$ cat src/rtl/vga_pkg.sv
// Shared VGA frame-buffer constants and the rect_fill state encoding.
package vga_pkg;

    localparam int SCREEN_WIDTH  = 640;
    localparam int SCREEN_HEIGHT = 360;
    localparam int ADDR_WIDTH    = 18;
    localparam int DATA_WIDTH    = 6;
    localparam int X_WIDTH       = 10;
    localparam int Y_WIDTH       = 9;

    // Address distance between vertically adjacent pixels.
    localparam logic [ADDR_WIDTH-1:0] ROW_STRIDE = ADDR_WIDTH'(SCREEN_WIDTH);

    typedef enum logic [1:0] {
        ST_IDLE  = 2'd0,
        ST_SETUP = 2'd1,
        ST_FILL  = 2'd2,
        ST_DONE  = 2'd3
    } rf_state_e;

    // Start address of row y; the single multiply in the fill engine.
    function automatic logic [ADDR_WIDTH-1:0] row_base_of(input logic [Y_WIDTH-1:0] y);
        return ADDR_WIDTH'(y) * ROW_STRIDE;
    endfunction

endpackage

$ cat src/rtl/rect_clip.sv
// Combinational corner normalisation with optional screen clipping.
// Clipping is built only when RECT_FILL_CLIP_EN is defined.
module rect_clip
    import vga_pkg::*;
(
    input  logic [X_WIDTH-1:0] x0,
    input  logic [X_WIDTH-1:0] x1,
    input  logic [Y_WIDTH-1:0] y0,
    input  logic [Y_WIDTH-1:0] y1,
    output logic [X_WIDTH-1:0] xmin,
    output logic [X_WIDTH-1:0] xmax,
    output logic [Y_WIDTH-1:0] ymin,
    output logic [Y_WIDTH-1:0] ymax,
    output logic               empty
);

    logic [X_WIDTH-1:0] xhi_s;
    logic [Y_WIDTH-1:0] yhi_s;

    // Order the corners so min/max hold regardless of how they were given.
    always_comb begin
        if (x0 <= x1) begin
            xmin  = x0;
            xhi_s = x1;
        end else begin
            xmin  = x1;
            xhi_s = x0;
        end
        if (y0 <= y1) begin
            ymin  = y0;
            yhi_s = y1;
        end else begin
            ymin  = y1;
            yhi_s = y0;
        end
    end

`ifdef RECT_FILL_CLIP_EN
    localparam logic [X_WIDTH-1:0] X_LAST = X_WIDTH'(SCREEN_WIDTH - 1);
    localparam logic [Y_WIDTH-1:0] Y_LAST = Y_WIDTH'(SCREEN_HEIGHT - 1);

    // Drop rectangles starting off-screen and clamp the far edges to the screen.
    always_comb begin
        empty = (xmin > X_LAST) || (ymin > Y_LAST);
        if (xhi_s > X_LAST) begin
            xmax = X_LAST;
        end else begin
            xmax = xhi_s;
        end
        if (yhi_s > Y_LAST) begin
            ymax = Y_LAST;
        end else begin
            ymax = yhi_s;
        end
    end
`else
    // Unclipped: a normalised rectangle always holds at least one pixel.
    always_comb begin
        empty = 1'b0;
        xmax  = xhi_s;
        ymax  = yhi_s;
    end
`endif

endmodule

$ cat src/rtl/rect_fill.sv
// Rectangle-fill engine: writes one colour index into every pixel of a
// rectangle in the 640x360 VRAM, in raster order, gated by i_wr_ok.
// Optional clipping: define RECT_FILL_CLIP_EN.
module rect_fill
    import vga_pkg::*;
(
    input  logic                  i_clk,
    input  logic                  i_rst_n,
    input  logic                  i_start,
    input  logic [X_WIDTH-1:0]    i_x0,
    input  logic [X_WIDTH-1:0]    i_x1,
    input  logic [Y_WIDTH-1:0]    i_y0,
    input  logic [Y_WIDTH-1:0]    i_y1,
    input  logic [DATA_WIDTH-1:0] i_colour,
    input  logic                  i_wr_ok,
    output logic [ADDR_WIDTH-1:0] o_addr,
    output logic [DATA_WIDTH-1:0] o_data,
    output logic                  o_write,
    output logic                  o_busy,
    output logic                  o_done
);

    rf_state_e state_r, state_n;

    logic [X_WIDTH-1:0]    x0_r, x1_r, x0_n, x1_n;
    logic [Y_WIDTH-1:0]    y0_r, y1_r, y0_n, y1_n;
    logic [DATA_WIDTH-1:0] colour_r, colour_n;

    // Counters point at the next pixel to write; last_r marks that none remain.
    logic [X_WIDTH-1:0]    x_r, x_n, xmin_r, xmin_n, xmax_r, xmax_n;
    logic [Y_WIDTH-1:0]    y_r, y_n, ymax_r, ymax_n;
    logic [ADDR_WIDTH-1:0] base_r, base_n;
    logic                  last_r, last_n;

    logic [ADDR_WIDTH-1:0] addr_n;
    logic [DATA_WIDTH-1:0] data_n;
    logic                  write_n, busy_n, done_n;

    logic [X_WIDTH-1:0]    clip_xmin_s, clip_xmax_s;
    logic [Y_WIDTH-1:0]    clip_ymin_s, clip_ymax_s;
    logic                  clip_empty_s;

    logic [X_WIDTH-1:0]    cur_x_s, lim_xmin_s, lim_xmax_s, step_x_s;
    logic [Y_WIDTH-1:0]    cur_y_s, lim_ymax_s, step_y_s;
    logic [ADDR_WIDTH-1:0] cur_base_s, step_base_s;
    logic                  step_last_s;

    rect_clip u_clip (
        .x0    (x0_r),
        .x1    (x1_r),
        .y0    (y0_r),
        .y1    (y1_r),
        .xmin  (clip_xmin_s),
        .xmax  (clip_xmax_s),
        .ymin  (clip_ymin_s),
        .ymax  (clip_ymax_s),
        .empty (clip_empty_s)
    );

    // SETUP issues the first pixel straight from the clip result; FILL uses the counters.
    always_comb begin
        if (state_r == ST_SETUP) begin
            cur_x_s    = clip_xmin_s;
            cur_y_s    = clip_ymin_s;
            cur_base_s = row_base_of(clip_ymin_s);
            lim_xmin_s = clip_xmin_s;
            lim_xmax_s = clip_xmax_s;
            lim_ymax_s = clip_ymax_s;
        end else begin
            cur_x_s    = x_r;
            cur_y_s    = y_r;
            cur_base_s = base_r;
            lim_xmin_s = xmin_r;
            lim_xmax_s = xmax_r;
            lim_ymax_s = ymax_r;
        end
    end

    // Raster-order advance from the current pixel to the next one.
    always_comb begin
        step_x_s    = cur_x_s;
        step_y_s    = cur_y_s;
        step_base_s = cur_base_s;
        step_last_s = 1'b0;
        if (cur_x_s < lim_xmax_s) begin
            step_x_s = cur_x_s + X_WIDTH'(1);
        end else if (cur_y_s < lim_ymax_s) begin
            step_x_s    = lim_xmin_s;
            step_y_s    = cur_y_s + Y_WIDTH'(1);
            step_base_s = cur_base_s + ROW_STRIDE;
        end else begin
            step_last_s = 1'b1;
        end
    end

    // Next-state and next-output logic for the fill FSM.
    always_comb begin
        state_n  = state_r;
        x0_n     = x0_r;
        x1_n     = x1_r;
        y0_n     = y0_r;
        y1_n     = y1_r;
        colour_n = colour_r;
        x_n      = x_r;
        y_n      = y_r;
        base_n   = base_r;
        xmin_n   = xmin_r;
        xmax_n   = xmax_r;
        ymax_n   = ymax_r;
        last_n   = last_r;
        addr_n   = o_addr;
        data_n   = o_data;
        write_n  = 1'b0;
        done_n   = 1'b0;
        case (state_r)
            ST_IDLE: begin
                if (i_start) begin
                    x0_n     = i_x0;
                    x1_n     = i_x1;
                    y0_n     = i_y0;
                    y1_n     = i_y1;
                    colour_n = i_colour;
                    state_n  = ST_SETUP;
                end else begin
                    state_n = ST_IDLE;
                end
            end
            ST_SETUP: begin
                xmin_n = clip_xmin_s;
                xmax_n = clip_xmax_s;
                ymax_n = clip_ymax_s;
                if (clip_empty_s) begin
                    state_n = ST_DONE;
                    done_n  = 1'b1;
                end else if (i_wr_ok) begin
                    state_n = ST_FILL;
                    write_n = 1'b1;
                    addr_n  = cur_base_s + ADDR_WIDTH'(cur_x_s);
                    data_n  = colour_r;
                    x_n     = step_x_s;
                    y_n     = step_y_s;
                    base_n  = step_base_s;
                    last_n  = step_last_s;
                end else begin
                    state_n = ST_FILL;
                    x_n     = cur_x_s;
                    y_n     = cur_y_s;
                    base_n  = cur_base_s;
                    last_n  = 1'b0;
                end
            end
            ST_FILL: begin
                if (last_r) begin
                    state_n = ST_DONE;
                    done_n  = 1'b1;
                end else if (i_wr_ok) begin
                    write_n = 1'b1;
                    addr_n  = cur_base_s + ADDR_WIDTH'(cur_x_s);
                    data_n  = colour_r;
                    x_n     = step_x_s;
                    y_n     = step_y_s;
                    base_n  = step_base_s;
                    last_n  = step_last_s;
                end else begin
                    state_n = ST_FILL;
                end
            end
            ST_DONE: begin
                state_n = ST_IDLE;
            end
            default: begin
                state_n = ST_IDLE;
            end
        endcase
        busy_n = (state_n != ST_IDLE);
    end

    // State, working registers and registered VRAM/status outputs.
    always_ff @(posedge i_clk or negedge i_rst_n) begin
        if (!i_rst_n) begin
            state_r  <= ST_IDLE;
            x0_r     <= '0;
            x1_r     <= '0;
            y0_r     <= '0;
            y1_r     <= '0;
            colour_r <= '0;
            x_r      <= '0;
            y_r      <= '0;
            base_r   <= '0;
            xmin_r   <= '0;
            xmax_r   <= '0;
            ymax_r   <= '0;
            last_r   <= 1'b0;
            o_addr   <= '0;
            o_data   <= '0;
            o_write  <= 1'b0;
            o_busy   <= 1'b0;
            o_done   <= 1'b0;
        end else begin
            state_r  <= state_n;
            x0_r     <= x0_n;
            x1_r     <= x1_n;
            y0_r     <= y0_n;
            y1_r     <= y1_n;
            colour_r <= colour_n;
            x_r      <= x_n;
            y_r      <= y_n;
            base_r   <= base_n;
            xmin_r   <= xmin_n;
            xmax_r   <= xmax_n;
            ymax_r   <= ymax_n;
            last_r   <= last_n;
            o_addr   <= addr_n;
            o_data   <= data_n;
            o_write  <= write_n;
            o_busy   <= busy_n;
            o_done   <= done_n;
        end
    end

endmodule

$ cat config.mk
export PLATFORM = sky130hd
export DESIGN_NAME = rect_fill
export DESIGN_NICKNAME = d
export VERILOG_FILES = /design/src/rtl/vga_pkg.sv /design/src/rtl/rect_clip.sv /design/src/rtl/rect_fill.sv
export SDC_FILE = /design/constraint.sdc
export NUM_CORES = 1
export LEC_CHECK = 0
export CORE_MARGIN = 2
export CORE_UTILIZATION = 60
export CTS_CLUSTER_DIAMETER = 60
export DETAILED_ROUTE_END_ITERATION = 6
export GPL_TIMING_DRIVEN = 0
export PLACE_DENSITY = 0.82
export SYNTH_ARGS = -nofsm -noshare
export SYNTH_HDL_FRONTEND = slang
export SYNTH_HIERARCHICAL = 1
export SYNTH_SLANG_ARGS = --single-unit
$ cat constraint.sdc
create_clock -name i_clk -period 5.5 [get_ports i_clk]
set_clock_uncertainty 0.05 [all_clocks]
set_input_delay 1.1 -clock i_clk [delete_from_list [all_inputs] [get_ports i_clk]]
set_output_delay 1.1 -clock i_clk [all_outputs]
set_load 0.01 [all_outputs]
# After elaboration in Yosys (flattened, before gate mapping)
# Index checks and enable logic that the tools add are counted.
[classes]
n_mul = 1
reduce_logical = 6
addsub = 4
magnitude_cmp = 4
muxes = 48
n_eq_ne = 5
[op_table]
columns = ["cell", "n"]
rows = [
  ["18-bit two-way mux", 8],
  ["10-bit two-way mux", 10],
  ["9-bit two-way mux", 9],
  ["18-bit one-hot mux with 2 select lines", 2],
  ["10-bit one-hot mux with 2 select lines", 1],
  ["18-bit by 10-bit adder with 18-bit output", 1],
  ["18-bit by 10-bit adder with 18-bit output, second input constant", 1],
  ["9-bit one-hot mux with 2 select lines", 1],
  ["6-bit two-way mux", 2],
  ["6-bit one-hot mux with 2 select lines", 1],
  ["9-bit by 3-bit multiplier with 11-bit output, second input constant", 1],
  ["10-bit by 1-bit adder with 10-bit output, second input constant", 1],
  ["10-bit less-or-equal comparator", 1],
  ["10-bit < comparator", 1],
  ["9-bit by 1-bit adder with 9-bit output, second input constant", 1],
  ["9-bit less-or-equal comparator", 1],
  ["9-bit < comparator", 1],
  ["1-bit two-way mux", 9],
  ["2-bit one-hot mux with 4 select lines", 1],
  ["2-bit equality test, second input constant", 2],
  ["2-bit two-way mux", 2],
  ["2-bit != test, second input constant", 2],
  ["1-bit one-hot mux with 2 select lines", 2],
  ["2-bit AND reduction", 2],
  ["4 further kinds", 5],
]
[word_totals]
output_inout_bits = 27
in_bits = 48
wordCells = 86
regBits = 140

# Longest topological paths before layout
[logic_depth]
depth_word = 10
ltp_mapped = 21
mapped_depth_nobuf = 18

# By module
# Netlist, hierarchy kept.
[modules_own_cells]
columns = ["module", "seq_area_each_um2", "area_each_um2", "instances", "cells_per_inst"]
rows = [
  ["rect_fill", 3503.4, 7972.6, 1, 775],
  ["rect_clip", 0.0, 1636.6, 1, 254],
]

# Least setup slack after synthesis
# OpenSTA, ideal clock, no wires.
[synth_path]
path_type = "flip-flop to flip-flop"
start = "reg y0_r[8]"
end = "reg o_addr[16]"
arrival_time_ns = 4.024
setup_slack_ns = 1.343
stages_incl_launch_ff = 19
n_path_buf = 3
synth_period_minus_slack_ns = 4.157
required_ns = 5.367
setup_ns = 0.083
path_cell_list = "dfrtp_1 > ha_1 > a21oi_1 > o211a_1 > buf_2 > and3_1 > buf_4 > buf_6 > o211ai_2 > ha_1 > ha_1 > fa_1 > a21oi_1 > o21ai_0 > o31ai_1 > and4b_1 > o21ai_0 > xor2_1 > o21ai_0"
[synth_via]
elab_chain_cells = 8
[synth_rtl]
columns = ["item", "line", "text"]
rows = [
  ["from (decl)", "rect_fill.sv:26", "logic [Y_WIDTH-1:0] y0_r, y1_r, y0_n, y1_n;"],
  ["from (signal assigned)", "rect_fill.sv:203", "y0_r <= y0_n;"],
  ["9-bit less-or-equal comparator *", "rect_clip.sv:29", "if (y0 <= y1) begin"],
  ["9-bit two-way mux *", "rect_clip.sv:29", ""],
  ["net clip_ymin_s[3]", "rect_fill.sv:40", "logic [Y_WIDTH-1:0] clip_ymin_s, clip_ymax_s;"],
  ["9-bit by 3-bit multiplier with 11-bit output *", "vga_pkg.sv:23", "return ADDR_WIDTH'(y) * ROW_STRIDE;"],
  ["18-bit two-way mux *", "rect_fill.sv:62", "if (state_r == ST_SETUP) begin"],
  ["18-bit by 10-bit adder with 18-bit output *", "rect_fill.sv:138, rect_fill.sv:158", ""],
  ["18-bit two-way mux *", "rect_fill.sv:135, rect_fill.sv:156", ""],
  ["18-bit two-way mux", "rect_fill.sv:153", "if (last_r) begin"],
  ["18-bit one-hot mux with 2 select lines *", "rect_fill.sv:115", "case (state_r)"],
  ["to (signal assigned)", "rect_fill.sv:213", "o_addr <= addr_n;"],
  ["to (decl)", "rect_fill.sv:16", "output logic [ADDR_WIDTH-1:0] o_addr,"],
]
# Mark *: on every way through the listed nets, which the timed path passes. The rest lies on a longest branch. The select of a mux whose other input is x is not followed.
# A chain may end at the register's enable or synchronous reset.

# Worst setup path in the final report
[layout_path]
start = "reg state_r[1]"
end = "reg x_r[3]"
[layout_via]
elab_chain_cells = 8
word_cells_on_any_way = 20
cone_classes = "add/sub: 1; order compare: 2; eq/ne: 4; mux: 11; reduce/logical: 2"
[layout_rtl]
columns = ["item", "line", "text"]
rows = [
  ["from (decl)", "rect_fill.sv:23", "rf_state_e state_r, state_n;"],
  ["from (signal assigned)", "rect_fill.sv:200", "state_r <= state_n;"],
  ["2-bit by 1-bit equality test with 1-bit output", "rect_fill.sv:62, rect_fill.sv:115", ""],
  ["9-bit two-way mux", "rect_fill.sv:62", ""],
  ["9-bit < comparator", "rect_fill.sv:87", "end else if (cur_y_s < lim_ymax_s) begin"],
  ["10-bit two-way mux", "rect_fill.sv:87", ""],
  ["10-bit two-way mux", "rect_fill.sv:85", "if (cur_x_s < lim_xmax_s) begin"],
  ["10-bit two-way mux", "rect_fill.sv:156", "end else if (i_wr_ok) begin"],
  ["10-bit two-way mux", "rect_fill.sv:153", ""],
  ["10-bit one-hot mux with 2 select lines", "rect_fill.sv:115", ""],
  ["to (signal assigned)", "rect_fill.sv:206", "x_r <= x_n;"],
  ["to (decl)", "rect_fill.sv:30", "logic [X_WIDTH-1:0] x_r, x_n, xmin_r, xmin_n, xmax_r, xmax_n;"],
]
# Parallel ways exist; a longest one is shown, timed or not. The select of a mux whose other input is x is not followed.

==> impl_results.md <==
- Status: completed
- DRT iter0 DRCs: around 1,000
- Relative slew slack: 0.332
- DPL Wire Length: around 19 mm
- Crit path top cell by count: buf_2
- Yosys cell types: between 80 and 90
- Wire length per cell: roughly 20 um
- Slowest stage cell, crit path: dfrtp_1
- Final Slew Violations: 0
- Cell area after layout: roughly 0.011 mm^2
- Met1 Resource Use GR: 0.425
- R2r endpoint: x_r[3]
- Share of cells above drive strength 1: 0.129
- Effective utilization at floorplan: 0.609
- Finished Core Util: 0.711
- DIE WIDTH: 131 um
- Flop2flop setup slack: just over 0.2 ns
- Port bufs: between 70 and 80
- Async S/R FF share, synth: 1.00
- Postcts setup bufs: 0
- CTS tree: done
- CP startpoint kind: flip-flop
- Met3 Resource Use GR: 0.0717
- Mapped Nets: ~1,100
- Commonest cells after routing, fill and taps aside: dfrtp_1 (140), nand2_1 (101), o21ai_0 (94)
- Setup CP Type: reg -> reg
- Hold path start: colour_r[0]
- Crit path from: state_r[1]
- Worst setup EP type: flip-flop
- Final Critical Period: roughly 5.3 ns
- Hold Path Class: reg -> reg
- Initial antenna violation count: 0
- Worst slew pin tran: roughly 1 ns
- Vias in the first global route: 8,344
- Mean Syn Cell Area: approximately 9.3 um^2
- CTS Hold Bufs: 0
- DRC violations left: 0
- Placed Area: between 0.01 and 0.015 mm^2
- Grt peak-use layer: met2
- Vias post-DR: 8,721
- Post-synth top flop: dfrtp_1
- Worst reg2reg path startpoint: state_r[1]
- Longest Clk Path Bufs: 2
- WP data arrival: ~5.6 ns
- MaxCap Viol Count: 0
- Vias/cell: between 6 and 7
- Total Wirelength: 26.4 mm
- Mapped Area: approximately 0.0096 mm^2
- Final GP Congestion: around 0.96
- Post-synth EDFFs: 0
- Fin. Hold Viols: 0
- H-tree depth: 4
- Global Route met2 Usage: 0.507
- Site row count: between 40 and 50
- Final WS setup: a little over 0.2 ns
- Insertion delay to the later sink of the worst-skew pair: 0.43 ns
- Crit path max fanout: 10
- Root Driver: clkbuf_16
- Yosys reg bits: 140
- Upper clock frequency limit: about 190 MHz
- Die area: around 0.017 mm^2
- Mapped Cells: just over 1,000
- CP Cell Sequence: inv_1 > ha_2 > buf_4 > buf_6 > buf_6 > buf_2 > buf_2 > buf_2 > mux2i_1 > ha_1 > a211o_1 > a211oi_1 > o211ai_2 > and2_0 > buf_2 > a21oi_1 > o21ai_0 > o22ai_1
- First-pass GRT wire length: ~42 mm
- TritonCTS Buffers: 17
- Syn. warnings: 6
- # diodes: 0
- Final setup viols: 0
- RSZ-0062 raised after global routing: false
- Place WS: 0.294 ns
- Area Overhead vs Synth: 16.7%
- Worst Hold End: o_data[0]
- Setup TNS: 0 ns
- Die height: roughly 130 um
- Final nets: 1,240
- Maximum number of pins on one net before global-route repair: 73
- Post-synthesis sequential area ratio: 0.365
- Critical Path RT: just under 6 ns
- Worst reg2reg path depth: 18
- Clock Sinks: 140
- Max stage delay on crit path: between 0.3 and 0.4 ns
- Hold Path Depth: 2
- Commonest non-fill, non-tap cell in the layout: dfrtp_1
- Fill count: ~1,200
- Drt first pass iters: 6
- I/O pin count: 75
- Clock Pin Slew Worst Setup and Hold Paths: about 0.060 ns
- ANT nets after route: 0
- GRT Overall Usage: 0.318
- Core Footprint: about 0.016 mm^2
- Total grt overflow: 0
- Final critical-path share of the clock period: 0.963
[metal layers]
| layer | vias up | part of all wire |
|---|---|---|
| met2 | 461 | 0.47 |
| met5 | - | 0 |
| li1 | 3973 | - |
| met3 | 96 | 0.097 |
| met4 | 0 | 0.034 |
| met1 | 4191 | 0.40 |
[flip-flops by register name, indices dropped and copies added, names as in the netlist, 10 cells and up]
register  flops
base_r       18
x0_r         10
x1_r         10
xmin_r       10
x_r          10
o_addr       18
xmax_r       10
[kinds of logic after synthesis]
logic type	after synthesis	share of synthesized area
flip-flops	140	0.365
XOR/XNOR	31	0.0283
multiplexers	90	0.102
AND/OR/NAND/NOR	312	0.172
adder cells (fa/ha/maj)	69	0.0914
buffers and inverters	127	0.0555
AO/OA/AOI/OAI	259	0.186
other	1	0.000390
[worst max-delay path: cells and delay by family, from the launching register on]
family | cells | cell delay [ns]
buf+inv | 8 | 2.05
flops | 1 | 0.39
simple gates | 1 | 0.29
compound gates | 6 | 1.40
mux | 1 | 0.38
fa+ha+maj | 2 | 0.64
[worst max-delay path by stage]
stage | to | slack (ns)
finish | x_r[3] | 0.20
global route | x_r[1] | 0.03
CTS | y_r[6] | 0.25
detailed placement | y_r[6] | 0.29
global placement | o_busy | -2.31
floorplan | o_addr[16] | 1.34
[synthesized netlist by cell type (5+ instances only)]
cell type	n	area share
nand3b_1	7	0.0055
nor3_1	11	0.0057
and4_1	7	0.0064
buf_2	12	0.0063
nand2_1	101	0.039
a21boi_0	5	0.0039
o211ai_2	14	0.018
o211a_1	5	0.0052
clkbuf_1	37	0.014
o21ai_1	6	0.0031
o31ai_1	7	0.0055
xor2_1	15	0.014
a21o_1	10	0.0078
o211ai_1	33	0.026
and2_1	9	0.0059
ha_1	67	0.087
mux2i_1	29	0.030
nand4_1	48	0.031
o21ai_0	94	0.049
and3_1	10	0.0065
buf_4	5	0.0039
a31oi_1	5	0.0033
mux2_2	61	0.071
a21oi_1	28	0.015
a211oi_1	6	0.0047
nor2b_1	16	0.010
o22ai_1	5	0.0033
dfrtp_1	140	0.36
nor2_1	22	0.0086
nand3_1	53	0.028
inv_1	67	0.026
xnor2_1	16	0.015
[through the flow]
stage / instances / hold WS, ns
3_3_place_gp: 1319 / 0.391
4_1_cts: 1352 / 0.419
5_1_grt: 1352 / 0.445
2_1_floorplan: 1029 / 0.383
3_5_place_dp: 1320 / 0.406
6_report: 1352 / 0.418
[final cells by class]
cell class	instances	area [um^2]	area share
multi-input cells	762	5580	0.497
plain buffers	58	274	0.0244
inverters	69	259	0.0231
flip-flops and latches	140	3500	0.312
clock inverters	11	93.8	0.00837
clock buffers	21	470	0.0419
well taps	216	270	0.0241
repair buffers	75	769	0.0686
[timing repair]
action	CTS	global route
gates resized for setup	0	1
endpoints found under the setup margin	0	5
endpoints found under the hold margin	0	0
Power is not shown: default switching activity piles up to over one toggle a cycle in this logic, so the estimate is an artifact.
